### src/rtl/hangman_pkg.sv
// Shared types and constants for the hangman serial link.
// Used by uart_tx and the planned uart_rx.
package hangman_pkg;

    typedef enum logic [1:0] {
        TX_IDLE  = 2'b00,
        TX_START = 2'b01,
        TX_DATA  = 2'b10,
        TX_STOP  = 2'b11
    } uart_tx_state_t;

    localparam int DEFAULT_CLKS_PER_BIT = 100;
    localparam int UART_DATA_BITS       = 8;

endpackage

### src/rtl/uart_tx_if.sv
// Request/status bundle between the message register and uart_tx.
// master = message register side, slave = transmitter side.
interface uart_tx_if
    import hangman_pkg::*;
#(
    parameter int DATA_BITS = UART_DATA_BITS
);
    logic                 tx_ctrl;
    logic [DATA_BITS-1:0] tx_byte;
    logic                 transmit_ready;
    logic                 tx_serial;
    logic                 tx_busy;
    logic                 tx_done;

    modport master (
        output tx_ctrl, tx_byte,
        input  transmit_ready, tx_serial, tx_busy, tx_done
    );

    modport slave (
        input  tx_ctrl, tx_byte,
        output transmit_ready, tx_serial, tx_busy, tx_done
    );
endinterface

### src/rtl/uart_tx_baud_tick.sv
// Bit-period counter: counts 0..CLKS_PER_BIT-1 while enabled.
// tick_o marks the terminal count; the counter wraps there.
module baud_tick
    import hangman_pkg::*;
#(
    parameter int CLKS_PER_BIT = DEFAULT_CLKS_PER_BIT,
    localparam int CW = $clog2(CLKS_PER_BIT)
) (
    input  logic          clk,
    input  logic          nRst,
    input  logic          clear_i,
    input  logic          en_i,
    output logic          tick_o,
    output logic [CW-1:0] count_o
);
    localparam logic [CW-1:0] TERM = CW'(CLKS_PER_BIT - 1);

    logic [CW-1:0] cnt_q, cnt_d;

    assign tick_o  = en_i && (cnt_q == TERM);
    assign count_o = cnt_q;

    always_comb begin
        cnt_d = cnt_q;
        if (clear_i) begin
            cnt_d = '0;
        end else if (en_i) begin
            cnt_d = tick_o ? '0 : cnt_q + 1'b1;
        end
    end

    always_ff @(posedge clk or negedge nRst) begin
        if (!nRst) begin
            cnt_q <= '0;
        end else begin
            cnt_q <= cnt_d;
        end
    end
endmodule

### src/rtl/uart_tx.sv
// 8N1 UART transmitter: start bit, data LSB first, stop bit.
// Every output is a register computed from next-state values.
module uart_tx
    import hangman_pkg::*;
#(
    parameter int CLKS_PER_BIT = DEFAULT_CLKS_PER_BIT,
    parameter int DATA_BITS    = UART_DATA_BITS
) (
    input  logic      clk,
    input  logic      nRst,
    uart_tx_if.slave  tx_if
);
    localparam int CW = $clog2(CLKS_PER_BIT);
    localparam int BW = $clog2(DATA_BITS + 1);
    localparam logic [CW-1:0] PRE  = CW'(CLKS_PER_BIT - 2);
    localparam logic [BW-1:0] LAST = BW'(DATA_BITS - 1);

    uart_tx_state_t       state_q, state_d;
    logic [DATA_BITS-1:0] shift_q, shift_d;
    logic [BW-1:0]        bit_q, bit_d;
    logic                 serial_q, serial_d;
    logic                 ready_q, ready_d;
    logic                 busy_q, busy_d;
    logic                 done_q, done_d;

    logic          baud_clr;
    logic          baud_en;
    logic          tick;
    logic [CW-1:0] baud_cnt;

    assign baud_clr = (state_q == TX_IDLE);
    assign baud_en  = (state_q != TX_IDLE);

    baud_tick #(
        .CLKS_PER_BIT (CLKS_PER_BIT)
    ) u_baud (
        .clk     (clk),
        .nRst    (nRst),
        .clear_i (baud_clr),
        .en_i    (baud_en),
        .tick_o  (tick),
        .count_o (baud_cnt)
    );

    always_comb begin
        state_d = state_q;
        shift_d = shift_q;
        bit_d   = bit_q;
        done_d  = 1'b0;
        case (state_q)
            TX_IDLE: begin
                if (tx_if.tx_ctrl) begin
                    state_d = TX_START;
                    shift_d = tx_if.tx_byte;
                    bit_d   = '0;
                end
            end
            TX_START: begin
                if (tick) begin
                    state_d = TX_DATA;
                    bit_d   = '0;
                end
            end
            TX_DATA: begin
                if (tick) begin
                    shift_d = shift_q >> 1;
                    if (bit_q == LAST) begin
                        state_d = TX_STOP;
                    end else begin
                        bit_d = bit_q + 1'b1;
                    end
                end
            end
            TX_STOP: begin
                // one cycle early so the registered pulse lands on the last stop cycle
                done_d = (baud_cnt == PRE);
                if (tick) begin
                    state_d = TX_IDLE;
                end
            end
            default: state_d = TX_IDLE;
        endcase
    end

    always_comb begin
        serial_d = 1'b1;
        if (state_d == TX_START) begin
            serial_d = 1'b0;
        end else if (state_d == TX_DATA) begin
            serial_d = shift_d[0];
        end
        ready_d = (state_d == TX_IDLE);
        busy_d  = (state_d != TX_IDLE);
    end

    always_ff @(posedge clk or negedge nRst) begin
        if (!nRst) begin
            state_q  <= TX_IDLE;
            shift_q  <= '0;
            bit_q    <= '0;
            serial_q <= 1'b1;
            ready_q  <= 1'b1;
            busy_q   <= 1'b0;
            done_q   <= 1'b0;
        end else begin
            state_q  <= state_d;
            shift_q  <= shift_d;
            bit_q    <= bit_d;
            serial_q <= serial_d;
            ready_q  <= ready_d;
            busy_q   <= busy_d;
            done_q   <= done_d;
        end
    end

    assign tx_if.tx_serial      = serial_q;
    assign tx_if.transmit_ready = ready_q;
    assign tx_if.tx_busy        = busy_q;
    assign tx_if.tx_done        = done_q;
endmodule

### src/flat_wrapper.sv
// flat-port wrapper written by rule: the top's interface ports become plain ports
module uart_tx_flat import hangman_pkg::*;
#(
    parameter int CLKS_PER_BIT = DEFAULT_CLKS_PER_BIT,
    parameter int DATA_BITS    = UART_DATA_BITS
)
  (clk, nRst, tx_if_tx_ctrl, tx_if_tx_byte, tx_if_transmit_ready, tx_if_tx_serial, tx_if_tx_busy, tx_if_tx_done);
  uart_tx_if #(.DATA_BITS(DATA_BITS)) tx_if_i ();
  input  logic clk;
  input  logic nRst;
  input wire logic [$bits(tx_if_i.tx_ctrl)-1:0] tx_if_tx_ctrl;
  input wire logic [$bits(tx_if_i.tx_byte)-1:0] tx_if_tx_byte;
  output wire logic [$bits(tx_if_i.transmit_ready)-1:0] tx_if_transmit_ready;
  output wire logic [$bits(tx_if_i.tx_serial)-1:0] tx_if_tx_serial;
  output wire logic [$bits(tx_if_i.tx_busy)-1:0] tx_if_tx_busy;
  output wire logic [$bits(tx_if_i.tx_done)-1:0] tx_if_tx_done;
  assign tx_if_i.tx_ctrl = tx_if_tx_ctrl;
  assign tx_if_i.tx_byte = tx_if_tx_byte;
  assign tx_if_transmit_ready = tx_if_i.transmit_ready;
  assign tx_if_tx_serial = tx_if_i.tx_serial;
  assign tx_if_tx_busy = tx_if_i.tx_busy;
  assign tx_if_tx_done = tx_if_i.tx_done;
  uart_tx #(.CLKS_PER_BIT(CLKS_PER_BIT), .DATA_BITS(DATA_BITS)) u_core (.clk(clk), .nRst(nRst), .tx_if(tx_if_i));
endmodule
### config.mk
export PLATFORM = sky130hd
export DESIGN_NAME = uart_tx_flat
export DESIGN_NICKNAME = d
export VERILOG_FILES = /design/src/rtl/hangman_pkg.sv /design/src/rtl/uart_tx_if.sv /design/src/rtl/uart_tx_baud_tick.sv /design/src/rtl/uart_tx.sv /design/src/flat_wrapper.sv
export SDC_FILE = /design/constraint.sdc
export NUM_CORES = 1
export LEC_CHECK = 0
export CORE_ASPECT_RATIO = 0.8
export CORE_UTILIZATION = 51
export CTS_BUF_LIST = sky130_fd_sc_hd__clkbuf_8
export DETAILED_ROUTE_END_ITERATION = 7
export GPL_TIMING_DRIVEN = 0
export PLACE_DENSITY = 0.77
export SLEW_MARGIN = 0
export SYNTH_ARGS = -nofsm -noshare
export SYNTH_HDL_FRONTEND = slang
export SYNTH_SLANG_ARGS = --single-unit
### constraint.sdc
create_clock -name clk -period 1.81 [get_ports clk]
set_input_delay 0.2715 -clock clk [delete_from_list [all_inputs] [get_ports clk]]
set_output_delay 0.2715 -clock clk [all_outputs]
set_load 0.01 [all_outputs]
Yosys cells after proc, flatten, opt, wreduce, memory -nomap -nowiden
Cells that the tools add are included.
- flip-flop bits (word level): 25
- output and inout bits: 4
- input port bits: 11
- equal/unequal tests: 12
- reduce and logical (&&, ||, !) cells: 10
- add/subtract/negate cells: 2
- multiplexer cells: 20
- operators with widths (kind ; number):
    7-bit two-way mux ; 3
    4-bit two-way mux ; 4
    8-bit two-way mux ; 2
    8-bit case mux with 2 select lines ; 1
    7-bit equality test, second input constant ; 2
    4-bit case mux with 3 select lines ; 1
    2-bit two-way mux ; 5
    2-bit != test, second input constant ; 4
    2-bit case mux with 4 select lines ; 1
    2-bit nonzero test ; 4
    7-bit by 1-bit adder with 7-bit output, second input constant ; 1
    2-bit equality test, second input constant ; 3
    5-bit AND reduction ; 1
    4-bit by 1-bit adder with 4-bit output, second input constant ; 1
    2-bit by 1-bit equality test with 1-bit output, second input constant ; 2
    4-bit by 3-bit equality test with 1-bit output, second input constant ; 1
    2-bit logical NOT ; 2
    1-bit two-way mux ; 3
    3-bit AND reduction ; 1
    3-bit nonzero test ; 1
    1-bit logical AND ; 1

Logic depth before layout (Yosys ltp)
- word-level depth: 7
- mapped depth: 7
- mapped depth without buffers: 6

Cells and area by module
A second synthesis with hierarchy kept.
- cell total of the unflattened synthesis: 120
- area, all modules: 1267.5 um2
- by module, submodules not included (module ; cells an instance ; seq. area each (um2) ; instances ; area each (um2)):
    uart_tx ; 80 ; 452.9 ; 1 ; 870.8
    baud_tick ; 40 ; 175.2 ; 1 ; 396.6

Least setup slack after synthesis
No wires, ideal clock.
- path kind: register to register
- from: register u_core.u_baud.cnt_q[4] (netlist: u_core.u_baud.count_o[4])
- to: register u_core.serial_q (netlist: u_core.tx_if.tx_serial)
- arrival time: 1.806 ns
- stages on the path, launching flop included: 7
- setup slack: -0.073 ns
- setup time: 0.077 ns
- data required time: 1.733 ns
- period minus slack after synthesis: 1.883 ns
- cells stage by stage: dfrtp_1 -> or4b_1 -> buf_6 -> nor3_4 -> mux2i_1 -> o31ai_1 -> a21o_1
- cells in the longest elaborated chain, start to end: 7
- RTL lines (what ; line ; source):
    start, declared ; uart_tx_baud_tick.sv:18 ; logic [CW-1:0] cnt_q, cnt_d;
    start signal, assigned ; uart_tx_baud_tick.sv:36 ; cnt_q <= cnt_d;
    7-bit equality test * ; uart_tx_baud_tick.sv:20 ; assign tick_o = en_i && (cnt_q == TERM);
    1-bit logical AND * ; uart_tx_baud_tick.sv:20 ;
    2-bit two-way mux, on equally long branches ; uart_tx.sv:77, uart_tx.sv:59, uart_tx.sv:65 ;
    2-bit case mux with 4 select lines ; uart_tx.sv:50 ; case (state_q)
    2-bit equality test ; uart_tx.sv:89 ; end else if (state_d == TX_DATA) begin
    1-bit two-way mux ; uart_tx.sv:89 ;
    1-bit two-way mux * ; uart_tx.sv:87 ; if (state_d == TX_START) begin
    net u_core.serial_d ; uart_tx.sv:21 ; logic serial_q, serial_d;
    end signal, assigned ; uart_tx.sv:109 ; serial_q <= serial_d;
    end, declared ; uart_tx.sv:21 ;
The timed path passes the listed nets; every way through them passes the cells marked *. The select of a mux whose other input is x is not followed.
A chain may end at the register's enable or synchronous reset.

Worst setup path after layout
- from: register u_core.u_baud.cnt_q[2] (netlist: u_core.u_baud.count_o[2])
- to: register u_core.serial_q (netlist: u_core.tx_if.tx_serial)
The elaborated chain is that of the path after synthesis.

==> results.ini <==
[routing]
vias=932
drc=0
final_antenna_net_count=0
wl_um=2420
first_pass_iters=4
drt-wirelength-per-cell_um=14.3
drt_iter0_drc=30
routed_via_density=5.51

[power]
p_leak_uw=0.000680
seq_power_share=0.498
clock_power_share=0.196
power_density_mw_per_mm2=1090
internal_power_uw=1110
peakVddDrop_uv=928
power_frac_comb=0.306
netSwitchingFraction=0.323
fin_total_pwr_uw=1640
switching_power_uw=529

[grt]
grt_pass1_vias=840
antenna_found_initial=0
grt_max_degree=26
grt_util_all_layers=0.212
grt_pass1_wl_um=3860
overflow=0

[cts]
cts_tree=yes
clkSinkCount=25
hold_buffers=0
root_buffer=clkbuf_8
clock_latency_ns=0.27
clk_pin_slew_ns=0.09
cts_buffer_depth=2
htreeDepth=1
numCtsBuffers=3

[sta]
worstMarginPinSlew_ns=1.09
grt_setup_unrepaired=yes
period_share=1.01
drv_slew=0
finalClockSkew_ns=0.0104
max_slew_margin=0.269
fmax_mhz=549
setup-violations-final=1
timing.final.ws_setup_ns=-0.0119
period_minus_slack_ns=1.82
hold_viol_final=0
hold_slack_ns=0.483

[cells_and_area]
area_growth_pct=26.9
mostFrequentLayoutCells=23 x nand2_1, 23 x dfrtp_1, 14 x clkdlybuf4s50_1
drive_above_1_share=0.181
num_antenna_cells=0
final.fill_count=157
final_nets=159
layout.cells.non_filler=169
regArea_um2=628
multi_input_area_um2=559

[die]
core_mm2=0.00218
start_util=0.547
io_pins=15
die-area_mm2=0.00253
die_h_um=45.2
rows=15
fp.dieW_um=56.0

[worst_hold_path]
min_path_type=register to register

[yosys]
syn_avg_cell_area_um2=10.1
synth_fp_nets=132
ys_seq_area_frac=0.528
synth_cells=118
yosysWarnings=0
ys_ff_latch=25
ys_types=36
syn-cell-area_mm2=0.00119

[setup_path]
r2r_slack_ns=-0.01
endpoint_kind=register
crit_fanout=5
crit_start=u_core.u_baud.count_o[2]$_DFF_PN0_
cp_cell_sequence=or4b_4 -> nor3_4 -> mux2i_2 -> o31ai_1 -> a21o_1
crit_required_ns=2.02
reg2reg_to=u_core.tx_if.tx_serial$_DFF_PN1_
reg2reg_from=u_core.u_baud.count_o[2]$_DFF_PN0_
max_stage_delay_ns=0.62
start_kind=register
critical-path-slowest-cell=or4b_4
reg2regPathDepth=5
cp-endpoint=u_core.tx_if.tx_serial$_DFF_PN1_
arrival_ns=2.03
path_class=register to register

[place]
gp_congestion=0.806
io_buffers=14
dp_hpwl_um=1540
dp_cells=157

[run]
drv_cap=0

[run_status]
violations=negative setup slack
outcome=complete, but fails checks

## synth_stat cells
library cell | n | area, um2
nor2b_1 | 2 | 12.5
a21oi_1 | 1 | 5.00
a311oi_1 | 1 | 8.76
a21o_1 | 1 | 7.51
buf_6 | 2 | 22.5
nor2_1 | 12 | 45.0
nand2_4 | 1 | 11.3
nand4_1 | 1 | 6.26
or4b_1 | 1 | 10.0
nand2b_1 | 1 | 6.26
nand2_1 | 23 | 86.3
nor3_4 | 1 | 16.3
inv_1 | 4 | 15.0
xor2_1 | 2 | 17.5
nor2_2 | 1 | 6.26
o31ai_1 | 2 | 15.0
o21ai_1 | 4 | 20.0
and3_1 | 1 | 6.26
ha_1 | 3 | 37.5
a22oi_1 | 6 | 45.0
nor3_1 | 1 | 5.00
o21a_1 | 1 | 7.51
xnor2_1 | 4 | 35.0
a31oi_1 | 1 | 6.26
o21ai_0 | 2 | 10.0
nand3_1 | 3 | 15.0
nor3b_1 | 1 | 7.51
nor4b_2 | 1 | 15.0
dfstp_2 | 2 | 52.6
and2_1 | 1 | 6.26
clkbuf_1 | 3 | 11.3
mux2i_1 | 1 | 10.0
nand3b_1 | 1 | 7.51
dfrtp_1 | 23 | 576
o31ai_2 | 1 | 12.5
o22ai_1 | 2 | 12.5
## metal layers
metal  vias to the layer above  GRT usage  share of wire  wire length (um)
met5                         -          0              0                 0
met4                         0     0.0829          0.019                45
met3                         4     0.0688          0.032                77
met2                        15      0.355           0.49              1180
met1                       455      0.261           0.46              1120
li1                        458          -              -                 -
## registers in the layout (all words and copies together) (netlist names)
signal                       count
u_core.bit_q                     4
u_core.u_baud.count_o            7
u_core.tx_if.tx_serial           1
u_core.tx_if.tx_done             1
u_core.tx_if.transmit_ready      1
u_core.state_q                   2
u_core.shift_q                   8
u_core.tx_if.tx_busy             1
## critical path: cells and delay by family (launching register included)
kind            cells  cell delay (ns)
simple gates        2             0.81
mux                 1             0.28
flops               1             0.40
compound gates      2             0.28
## power by group through the flow
| stage | clock network, uW | logic, uW | registers [uW] |
|---|---|---|---|
| floorplan | 0 | 269 | 800 |
| global placement | 0 | 354 | 814 |
| detailed placement | 0 | 375 | 826 |
| CTS | 329 | 445 | 812 |
| global route | 350 | 560 | 829 |
| finish | 321 | 501 | 816 |
## cells by family (layout without fill, tap and decap cells)
logic type / count (synthesis) / after routing / synth area share
and+or+nand+nor: 52 / 52 / 0.221
DFF: 25 / 25 / 0.528
AOI/OAI and AO/OA: 22 / 22 / 0.126
adders and majority gates: 3 / 3 / 0.0315
xor gates and xnor gates: 6 / 6 / 0.0442
buffers and inverters: 9 / 35 / 0.0410
muxes: 1 / 1 / 0.00841
## repair_timing
| action | 4_1_cts | 5_1_grt |
|---|---|---|
| buffers inserted | 6 | 3 |
| pin swaps | 4 | 5 |
| resized for setup | 5 | 5 |
| setup endpoints to repair | 11 | 18 |
## worst min path at each step
stage               cells past startpoint                           from  slack [ns]                            end
floorplan                               0                           nRst       -0.02    u_core.bit_q[0]$_DFFE_PN0P_
global placement                        2  u_core.shift_q[2]$_DFFE_PN0P_        0.46  u_core.shift_q[2]$_DFFE_PN0P_
detailed placement                      2  u_core.shift_q[2]$_DFFE_PN0P_        0.47  u_core.shift_q[2]$_DFFE_PN0P_
CTS                                     2  u_core.shift_q[2]$_DFFE_PN0P_        0.48  u_core.shift_q[2]$_DFFE_PN0P_
global route                            2  u_core.shift_q[2]$_DFFE_PN0P_        0.50  u_core.shift_q[2]$_DFFE_PN0P_
finish                                  2  u_core.shift_q[2]$_DFFE_PN0P_        0.48  u_core.shift_q[2]$_DFFE_PN0P_
## cell type report
type,count,area share
sequential,25,0.416
multi-input combinational,84,0.370
timing repair buffer,23,0.138
clock buffer,3,0.0273
tap,25,0.0207
buffer,4,0.0157
inverter,4,0.00994
clock inverter,1,0.00249
## per-stage QoR
stage / worst slack (ns) / setup TNS [ns] / cell area (um2) / util
3_3_place_gp: -0.178 / -1.23 / 1360 / 0.625
5_1_grt: -0.117 / -0.524 / 1510 / 0.694
2_1_floorplan: 0.0134 / 0 / 1190 / -
6_report: -0.0119 / -0.0119 / 1510 / 0.694
3_5_place_dp: -0.229 / -1.65 / 1360 / 0.625
4_1_cts: -0.0400 / -0.0400 / 1470 / 0.674
(Power assumes the default switching activity.)
